$ cat src/rtl/melee_hit_ctl_if.sv
// ---------------------------------------------------------------------------
// melee_hit_ctl_if
// Bundle between a melee weapon / enemy driver (master) and the damage
// receiver melee_hit_ctl (slave).
//   frame_tick        : one-cycle pulse per video frame
//   draw_weapon       : melee swing active (level)
//   flip_hor_melee    : 1 = weapon left of player, 0 = right
//   pos_x/y_wpn_offset: weapon hitbox top-left corner, px
//   enemy_x/enemy_y   : enemy hitbox top-left corner, px
//   enemy_respawn     : one-cycle pulse, restore enemy
//   hit               : one-cycle pulse, damage applied
//   enemy_hp          : current hit points
//   enemy_dead        : HP reached 0 (level)
//   hurt_flash        : high during invulnerability
//   knock_left        : knockback direction of last hit, 1 = push left
// ---------------------------------------------------------------------------
interface melee_hit_ctl_if;
  logic        frame_tick;
  logic        draw_weapon;
  logic        flip_hor_melee;
  logic [11:0] pos_x_wpn_offset;
  logic [11:0] pos_y_wpn_offset;
  logic [11:0] enemy_x;
  logic [11:0] enemy_y;
  logic        enemy_respawn;
  logic        hit;
  logic [7:0]  enemy_hp;
  logic        enemy_dead;
  logic        hurt_flash;
  logic        knock_left;

  modport master (
    output frame_tick, draw_weapon, flip_hor_melee,
    output pos_x_wpn_offset, pos_y_wpn_offset, enemy_x, enemy_y,
    output enemy_respawn,
    input  hit, enemy_hp, enemy_dead, hurt_flash, knock_left
  );

  modport slave (
    input  frame_tick, draw_weapon, flip_hor_melee,
    input  pos_x_wpn_offset, pos_y_wpn_offset, enemy_x, enemy_y,
    input  enemy_respawn,
    output hit, enemy_hp, enemy_dead, hurt_flash, knock_left
  );
endinterface

$ cat src/rtl/melee_hit_ctl.sv
// ---------------------------------------------------------------------------
// melee_hit_ctl
// Receiving end of the melee weapon: detects weapon/enemy hitbox overlap,
// applies damage once per swing, runs a frame-counted invulnerability window
// and tracks enemy death / respawn.
// Ports:
//   clk   : system clock
//   rst   : synchronous, active-high reset (priority over respawn)
//   mh_if : melee_hit_ctl_if.slave -- weapon/enemy inputs, damage outputs
// All outputs are registered; a qualifying edge shows up as hit/HP one cycle
// later.
// ---------------------------------------------------------------------------
module melee_hit_ctl #(
  parameter int WPN_W     = 40,
  parameter int WPN_H     = 20,
  parameter int ENEMY_W   = 64,
  parameter int ENEMY_H   = 64,
  parameter int HP_MAX    = 10,
  parameter int DMG       = 1,
  parameter int CD_FRAMES = 30
) (
  input  logic           clk,
  input  logic           rst,
  melee_hit_ctl_if.slave mh_if
);

  localparam logic [12:0] WPN_W13   = 13'(WPN_W);
  localparam logic [12:0] WPN_H13   = 13'(WPN_H);
  localparam logic [12:0] ENEMY_W13 = 13'(ENEMY_W);
  localparam logic [12:0] ENEMY_H13 = 13'(ENEMY_H);
  localparam logic [7:0]  HP_MAX_V  = 8'(HP_MAX);
  localparam logic [7:0]  DMG_V     = 8'(DMG);
  localparam logic [7:0]  CD_V      = 8'(CD_FRAMES);

  typedef enum logic [1:0] {
    IDLE     = 2'd0,
    COOLDOWN = 2'd1,
    DEAD     = 2'd2
  } state_t;

  state_t     state_q, state_d;
  logic [7:0] hp_q, hp_d;
  logic [7:0] cnt_q, cnt_d;
  logic       armed_q, armed_d;
  logic       hit_q, hit_d;
  logic       knock_q, knock_d;
  logic       flash_q, flash_d;
  logic       dead_q, dead_d;

  // One extra bit so box edge sums near 4095 never wrap.
  logic [12:0] wx, wy, ex, ey;
  logic        overlap;
  logic [7:0]  cnt_inc;

  assign wx = {1'b0, mh_if.pos_x_wpn_offset};
  assign wy = {1'b0, mh_if.pos_y_wpn_offset};
  assign ex = {1'b0, mh_if.enemy_x};
  assign ey = {1'b0, mh_if.enemy_y};

  // Strict compares: boxes that only share an edge do not overlap.
  assign overlap = (wx < ex + ENEMY_W13) && (ex < wx + WPN_W13) &&
                   (wy < ey + ENEMY_H13) && (ey < wy + WPN_H13);

  assign cnt_inc = cnt_q + 8'd1;

  always_comb begin
    state_d = state_q;
    hp_d    = hp_q;
    cnt_d   = cnt_q;
    armed_d = armed_q;
    hit_d   = 1'b0;
    knock_d = knock_q;

    // A released weapon re-arms; the hit branch below clears it, which is
    // what limits one swing to one hit (hits only happen with draw high).
    if (!mh_if.draw_weapon) begin
      armed_d = 1'b1;
    end

    unique case (state_q)
      IDLE: begin
        if (mh_if.draw_weapon && armed_q && overlap) begin
          hit_d   = 1'b1;
          knock_d = mh_if.flip_hor_melee;
          armed_d = 1'b0;
          if (hp_q > DMG_V) begin
            hp_d    = hp_q - DMG_V;
            state_d = COOLDOWN;
            // A frame_tick on this same edge is deliberately not counted.
            cnt_d   = 8'd0;
          end else begin
            hp_d    = 8'd0;
            state_d = DEAD;
          end
        end
      end
      COOLDOWN: begin
        if (mh_if.frame_tick) begin
          if (cnt_inc == CD_V) begin
            state_d = IDLE;
            cnt_d   = 8'd0;
          end else begin
            cnt_d = cnt_inc;
          end
        end
      end
      DEAD: begin
        hp_d = 8'd0;
      end
      default: begin
        state_d = IDLE;
      end
    endcase

    // Respawn overrides everything above, including a coincident hit.
    if (mh_if.enemy_respawn) begin
      state_d = IDLE;
      hp_d    = HP_MAX_V;
      cnt_d   = 8'd0;
      armed_d = 1'b0;
      hit_d   = 1'b0;
      knock_d = knock_q;
    end

    // Level outputs are registered copies of the upcoming state.
    flash_d = (state_d == COOLDOWN);
    dead_d  = (state_d == DEAD);
  end

  always_ff @(posedge clk) begin
    if (rst) begin
      state_q <= IDLE;
      hp_q    <= HP_MAX_V;
      cnt_q   <= 8'd0;
      armed_q <= 1'b0;
      hit_q   <= 1'b0;
      knock_q <= 1'b0;
      flash_q <= 1'b0;
      dead_q  <= 1'b0;
    end else begin
      state_q <= state_d;
      hp_q    <= hp_d;
      cnt_q   <= cnt_d;
      armed_q <= armed_d;
      hit_q   <= hit_d;
      knock_q <= knock_d;
      flash_q <= flash_d;
      dead_q  <= dead_d;
    end
  end

  assign mh_if.hit        = hit_q;
  assign mh_if.enemy_hp   = hp_q;
  assign mh_if.enemy_dead = dead_q;
  assign mh_if.hurt_flash = flash_q;
  assign mh_if.knock_left = knock_q;

endmodule

$ cat src/flat_wrapper.sv
// flat-port wrapper written by rule: the top's interface ports become plain ports
module melee_hit_ctl_flat 
#(
  parameter int WPN_W     = 40,
  parameter int WPN_H     = 20,
  parameter int ENEMY_W   = 64,
  parameter int ENEMY_H   = 64,
  parameter int HP_MAX    = 10,
  parameter int DMG       = 1,
  parameter int CD_FRAMES = 30
)
  (clk, rst, mh_if_frame_tick, mh_if_draw_weapon, mh_if_flip_hor_melee, mh_if_pos_x_wpn_offset, mh_if_pos_y_wpn_offset, mh_if_enemy_x, mh_if_enemy_y, mh_if_enemy_respawn, mh_if_hit, mh_if_enemy_hp, mh_if_enemy_dead, mh_if_hurt_flash, mh_if_knock_left);
  melee_hit_ctl_if mh_if_i ();
  input  logic clk;
  input  logic rst;
  input wire logic [$bits(mh_if_i.frame_tick)-1:0] mh_if_frame_tick;
  input wire logic [$bits(mh_if_i.draw_weapon)-1:0] mh_if_draw_weapon;
  input wire logic [$bits(mh_if_i.flip_hor_melee)-1:0] mh_if_flip_hor_melee;
  input wire logic [$bits(mh_if_i.pos_x_wpn_offset)-1:0] mh_if_pos_x_wpn_offset;
  input wire logic [$bits(mh_if_i.pos_y_wpn_offset)-1:0] mh_if_pos_y_wpn_offset;
  input wire logic [$bits(mh_if_i.enemy_x)-1:0] mh_if_enemy_x;
  input wire logic [$bits(mh_if_i.enemy_y)-1:0] mh_if_enemy_y;
  input wire logic [$bits(mh_if_i.enemy_respawn)-1:0] mh_if_enemy_respawn;
  output wire logic [$bits(mh_if_i.hit)-1:0] mh_if_hit;
  output wire logic [$bits(mh_if_i.enemy_hp)-1:0] mh_if_enemy_hp;
  output wire logic [$bits(mh_if_i.enemy_dead)-1:0] mh_if_enemy_dead;
  output wire logic [$bits(mh_if_i.hurt_flash)-1:0] mh_if_hurt_flash;
  output wire logic [$bits(mh_if_i.knock_left)-1:0] mh_if_knock_left;
  assign mh_if_i.frame_tick = mh_if_frame_tick;
  assign mh_if_i.draw_weapon = mh_if_draw_weapon;
  assign mh_if_i.flip_hor_melee = mh_if_flip_hor_melee;
  assign mh_if_i.pos_x_wpn_offset = mh_if_pos_x_wpn_offset;
  assign mh_if_i.pos_y_wpn_offset = mh_if_pos_y_wpn_offset;
  assign mh_if_i.enemy_x = mh_if_enemy_x;
  assign mh_if_i.enemy_y = mh_if_enemy_y;
  assign mh_if_i.enemy_respawn = mh_if_enemy_respawn;
  assign mh_if_hit = mh_if_i.hit;
  assign mh_if_enemy_hp = mh_if_i.enemy_hp;
  assign mh_if_enemy_dead = mh_if_i.enemy_dead;
  assign mh_if_hurt_flash = mh_if_i.hurt_flash;
  assign mh_if_knock_left = mh_if_i.knock_left;
  melee_hit_ctl #(.WPN_W(WPN_W), .WPN_H(WPN_H), .ENEMY_W(ENEMY_W), .ENEMY_H(ENEMY_H), .HP_MAX(HP_MAX), .DMG(DMG), .CD_FRAMES(CD_FRAMES)) u_core (.clk(clk), .rst(rst), .mh_if(mh_if_i));
endmodule
$ cat config.mk
export PLATFORM = sky130hd
export DESIGN_NAME = melee_hit_ctl_flat
export DESIGN_NICKNAME = d
export VERILOG_FILES = /design/src/rtl/melee_hit_ctl_if.sv /design/src/rtl/melee_hit_ctl.sv /design/src/flat_wrapper.sv
export SDC_FILE = /design/constraint.sdc
export NUM_CORES = 1
export LEC_CHECK = 0
export ABC_AREA = 1
export BUFFER_PORTS_ARGS = -buffer_cell sky130_fd_sc_hd__clkbuf_2
export CAP_MARGIN = 10
export CORE_ASPECT_RATIO = 1.75
export CORE_MARGIN = 2
export CORE_UTILIZATION = 47
export DETAILED_ROUTE_END_ITERATION = 10
export PLACE_DENSITY = 0.82
export SYNTH_ARGS = -nofsm -noshare
export SYNTH_HDL_FRONTEND = slang
export SYNTH_SLANG_ARGS = --single-unit
export TNS_END_PERCENT = 100
$ cat constraint.sdc
create_clock -name clk -period 3.8 [get_ports clk]
set_input_delay 0.38 -clock clk [delete_from_list [all_inputs] [get_ports clk]]
set_output_delay 0.38 -clock clk [all_outputs]
set_load 0.01 [all_outputs]
==> results.yml <==
run_status:
  status: "finished clean"
floorplan:
  core_area_mm2: 0.00618
  die_area_mm2: 0.00702
  start_util_pct: 48.2
  pin_count: 66
  row_count: 38
  die_x_um: 64.2
  dieHeight_um: 109
cts:
  cts_setup_buffers: 0
  htreeDepth: 1
  insertion_delay_ns: 0.27
  holdBufCountCts: 0
  cts-buffers-inserted: 3
  cts_resized: 0
  clkTransAtPathRegs_ns: 0.08
  cts_root_buf: "clkbuf_8"
  clockBufferDepth: 2
  cts_tree: "built"
  cts.sinks: 23
finish:
  final_util_pct: 55.5
  seq_area_um2: 460
  syn2layout_area_growth_pct: 15.1
  stdcell_count: 605
  multi_input_area_mm2: 0.00223
  drive_gt1_share_pct: 16.4
  diodes: 0
  fill_cells: 613
  num-nets-final: 632
setup_path:
  cp.required_ns: 3.98
  cp-start-kind: "input pin"
  regToRegSetupSlack_ns: 1.71
  arrival_ns: 2.88
  crit_fanout: 12
  path_class: "input pin to flip-flop"
  end_kind: "flip-flop"
  reg2reg_from: "u_core.mh_if.enemy_hp[0]"
  rr_endpoint: "u_core.cnt_q[5]"
  reg2reg_depth: 9
flow_run:
  maxCapViolations: 0
worst_hold_path:
  hp-class: "input pin to flip-flop"
  holdCritStartpoint: "rst"
  hold_depth: 2
  hold_path_end: "u_core.mh_if.hurt_flash"
sta:
  relSlewSlack_pct: 44.7
  max_slew.worst_pin.slew_ns: 0.826
  finalSetupTns_ns: 0
  period_needed_ns: 2.70
  skew_ns: 0.00165
  layout_setup_ws_ns: 1.10
  rsz0062_at_grt: "no"
  slew_violations: 0
  period_share_pct: 71.0
  fmax_ghz: 0.371
  setup_violations: 0
  finalHoldViolCount: 0
placement:
  gp_congestion: 0.883
  dp_cells: 601
  dp_hpwl_um: 6140
  io_buffers: 65
  dp_slack_ns: 0.846
power:
  power.switching_uw: 221
  seqPwrFrac_pct: 38.1
  cellPowerDensity_mw_per_mm2: 186
  p_int_uw: 417
  p_comb_share_pct: 37.9
  swShare_pct: 34.6
  pwr-share-clk_pct: 24.0
  total_leakage_power_nw: 1.93
  ir_worst_vdd_mv: 0.128
detailed_routing:
  drcViolationCount: 0
  vias: 3144
  firstDrtPassIters: 4
  drt-total-wl_um: 7020
  vias_per_cell: 5.20
  ant_nets: 0
  drt_first_iter_violations: 91
  wl_per_cell_um: 11.6
global_routing:
  grt_pass1_vias: 3108
  antenna_found_initial: 0
  gr-total-overflow: 0
  grt_pass1_wl_um: 12300
  grt_usage_pct: 21.2
  grt_max_degree: 14
synthesis:
  yosys_warnings: 0
  synth.lib_cells_used.distinct: 28
  synth.net_count: 565
  ys_seq_area_share_pct: 15.5
  synth.cell_area_mm2: 0.00298
  syn_avg_cell_area_um2: 6.49
  synth_cells: 459
  synth_seq_cells: 23
-- cell families (layout without fill, tap and decap cells) --
group	Yosys count	after routing	share of synthesized area (%)
AOI/OAI and AO/OA	34	34	6.38
xor gates and xnor gates	34	34	10.0
adders and majority gates	52	52	21.8
buffers and inverters	73	139	9.53
DFF	23	23	15.5
and+or+nand+nor	243	243	36.8
-- registers in the layout, indices dropped and copies added, names as in the netlist --
signal / flops
u_core.cnt_q: 8
u_core.mh_if.knock_left: 1
u_core.state_q: 2
u_core.mh_if.enemy_dead: 1
u_core.mh_if.hit: 1
u_core.armed_q: 1
u_core.mh_if.enemy_hp: 8
u_core.mh_if.hurt_flash: 1
-- per-layer routing --
metal / GRT usage, % / share of wire, % / up-vias / wire (um)
li1: - / - / 1614 / -
met1: 20.6 / 37 / 1439 / 2610
met2: 44.5 / 57 / 72 / 3990
met3: 1.33 / 3.0 / 19 / 208
met4: 8.66 / 3.1 / 0 / 221
met5: 0 / 0 / - / 0
-- worst max-delay path: stages --
cell	delay (ns)
clkbuf_2	0.11
ha_1	0.22
o21ai_0	0.27
inv_1	0.08
nand2_1	0.06
inv_1	0.05
nand2_1	0.06
xor2_1	0.16
ha_1	0.25
nand2_1	0.06
inv_1	0.04
nand3_2	0.07
nor2_1	0.04
nor2_1	0.17
nand3_2	0.12
nor2_4	0.11
nand3_2	0.21
inv_2	0.17
nor2_1	0.08
nor3_1	0.17
-- synthesized netlist by cell type (all sizes together) --
master / number / area, um2
nand2: 93 / 357
nor2: 77 / 307
inv: 70 / 263
ha: 52 / 651
nand3: 44 / 250
xor2: 27 / 236
dfxtp: 23 / 460
a21oi: 21 / 105
nand4: 15 / 100
nor3: 8 / 40.0
xnor2: 7 / 61.3
o21ai: 5 / 25.0
a21o: 3 / 22.5
buf: 3 / 21.3
nand3b: 3 / 22.5
o211ai: 3 / 22.5
and3: 1 / 6.26
nor3b: 1 / 7.51
o21a: 1 / 7.51
o21bai: 1 / 7.51
or2: 1 / 6.26
-- worst max-delay path by stage --
stage / end / startpoint / slack [ns]
after detailed placement: u_core.mh_if.enemy_dead / mh_if_pos_x_wpn_offset[3] / 0.85
final: u_core.mh_if.enemy_dead / mh_if_pos_x_wpn_offset[3] / 1.10
after global placement: u_core.mh_if.enemy_dead / mh_if_pos_x_wpn_offset[3] / 0.97
after floorplan: u_core.mh_if.knock_left / mh_if_pos_x_wpn_offset[3] / 1.31
after CTS: u_core.cnt_q[5] / mh_if_pos_x_wpn_offset[3] / 1.12
after global routing: u_core.cnt_q[5] / mh_if_pos_x_wpn_offset[3] / 0.83
-- metrics by stage --
step	power (mW)	hold slack, ns	cell area, um2
detailed placement	0.491	0.488	3380
global placement	0.481	0.485	3380
floorplan	0.407	0.452	2980
CTS	0.644	0.360	3430
finish	0.638	0.366	3430
global route	0.692	0.368	3430
-- power by group through the flow --
stage | registers [mW] | logic (mW) | clock network, mW
2_1_floorplan | 0.249 | 0.158 | 0
3_3_place_gp | 0.249 | 0.232 | 0
3_5_place_dp | 0.249 | 0.242 | 0
4_1_cts | 0.243 | 0.244 | 0.157
5_1_grt | 0.244 | 0.282 | 0.166
6_report | 0.243 | 0.242 | 0.153
-- final cells by class --
cell class | instances | share of cell area (%)
multi-input combinational | 363 | 65.2
inverter | 70 | 7.66
tap | 80 | 2.92
clock buffer | 3 | 1.20
sequential | 23 | 13.4
clock inverter | 1 | 0.146
timing repair buffer | 65 | 9.49
-- placed cells by master, fill, tap and decap left out --
cell | netlist | final
a21o_1 | 3 | 3
nand3b_1 | 3 | 3
nand4_1 | 14 | 14
ha_1 | 52 | 52
o211ai_1 | 3 | 3
nor2_2 | 4 | 4
o21ai_0 | 5 | 5
nand2_1 | 90 | 90
clkbuf_8 | 0 | 3
inv_1 | 69 | 69
nand2_2 | 3 | 3
and3_1 | 1 | 1
nor3_1 | 8 | 8
a21oi_1 | 21 | 21
xor2_1 | 27 | 27
nor2_4 | 1 | 1
nand3_1 | 38 | 38
inv_2 | 1 | 1
nand4_2 | 1 | 1
clkinv_2 | 0 | 1
clkbuf_2 | 0 | 65
nand3_2 | 6 | 6
nor2_1 | 72 | 72
o21bai_1 | 1 | 1
dfxtp_1 | 23 | 23
or2_2 | 1 | 1
xnor2_1 | 7 | 7
o21a_1 | 1 | 1
nor3b_1 | 1 | 1
Power figures use the tool's default switching activity.
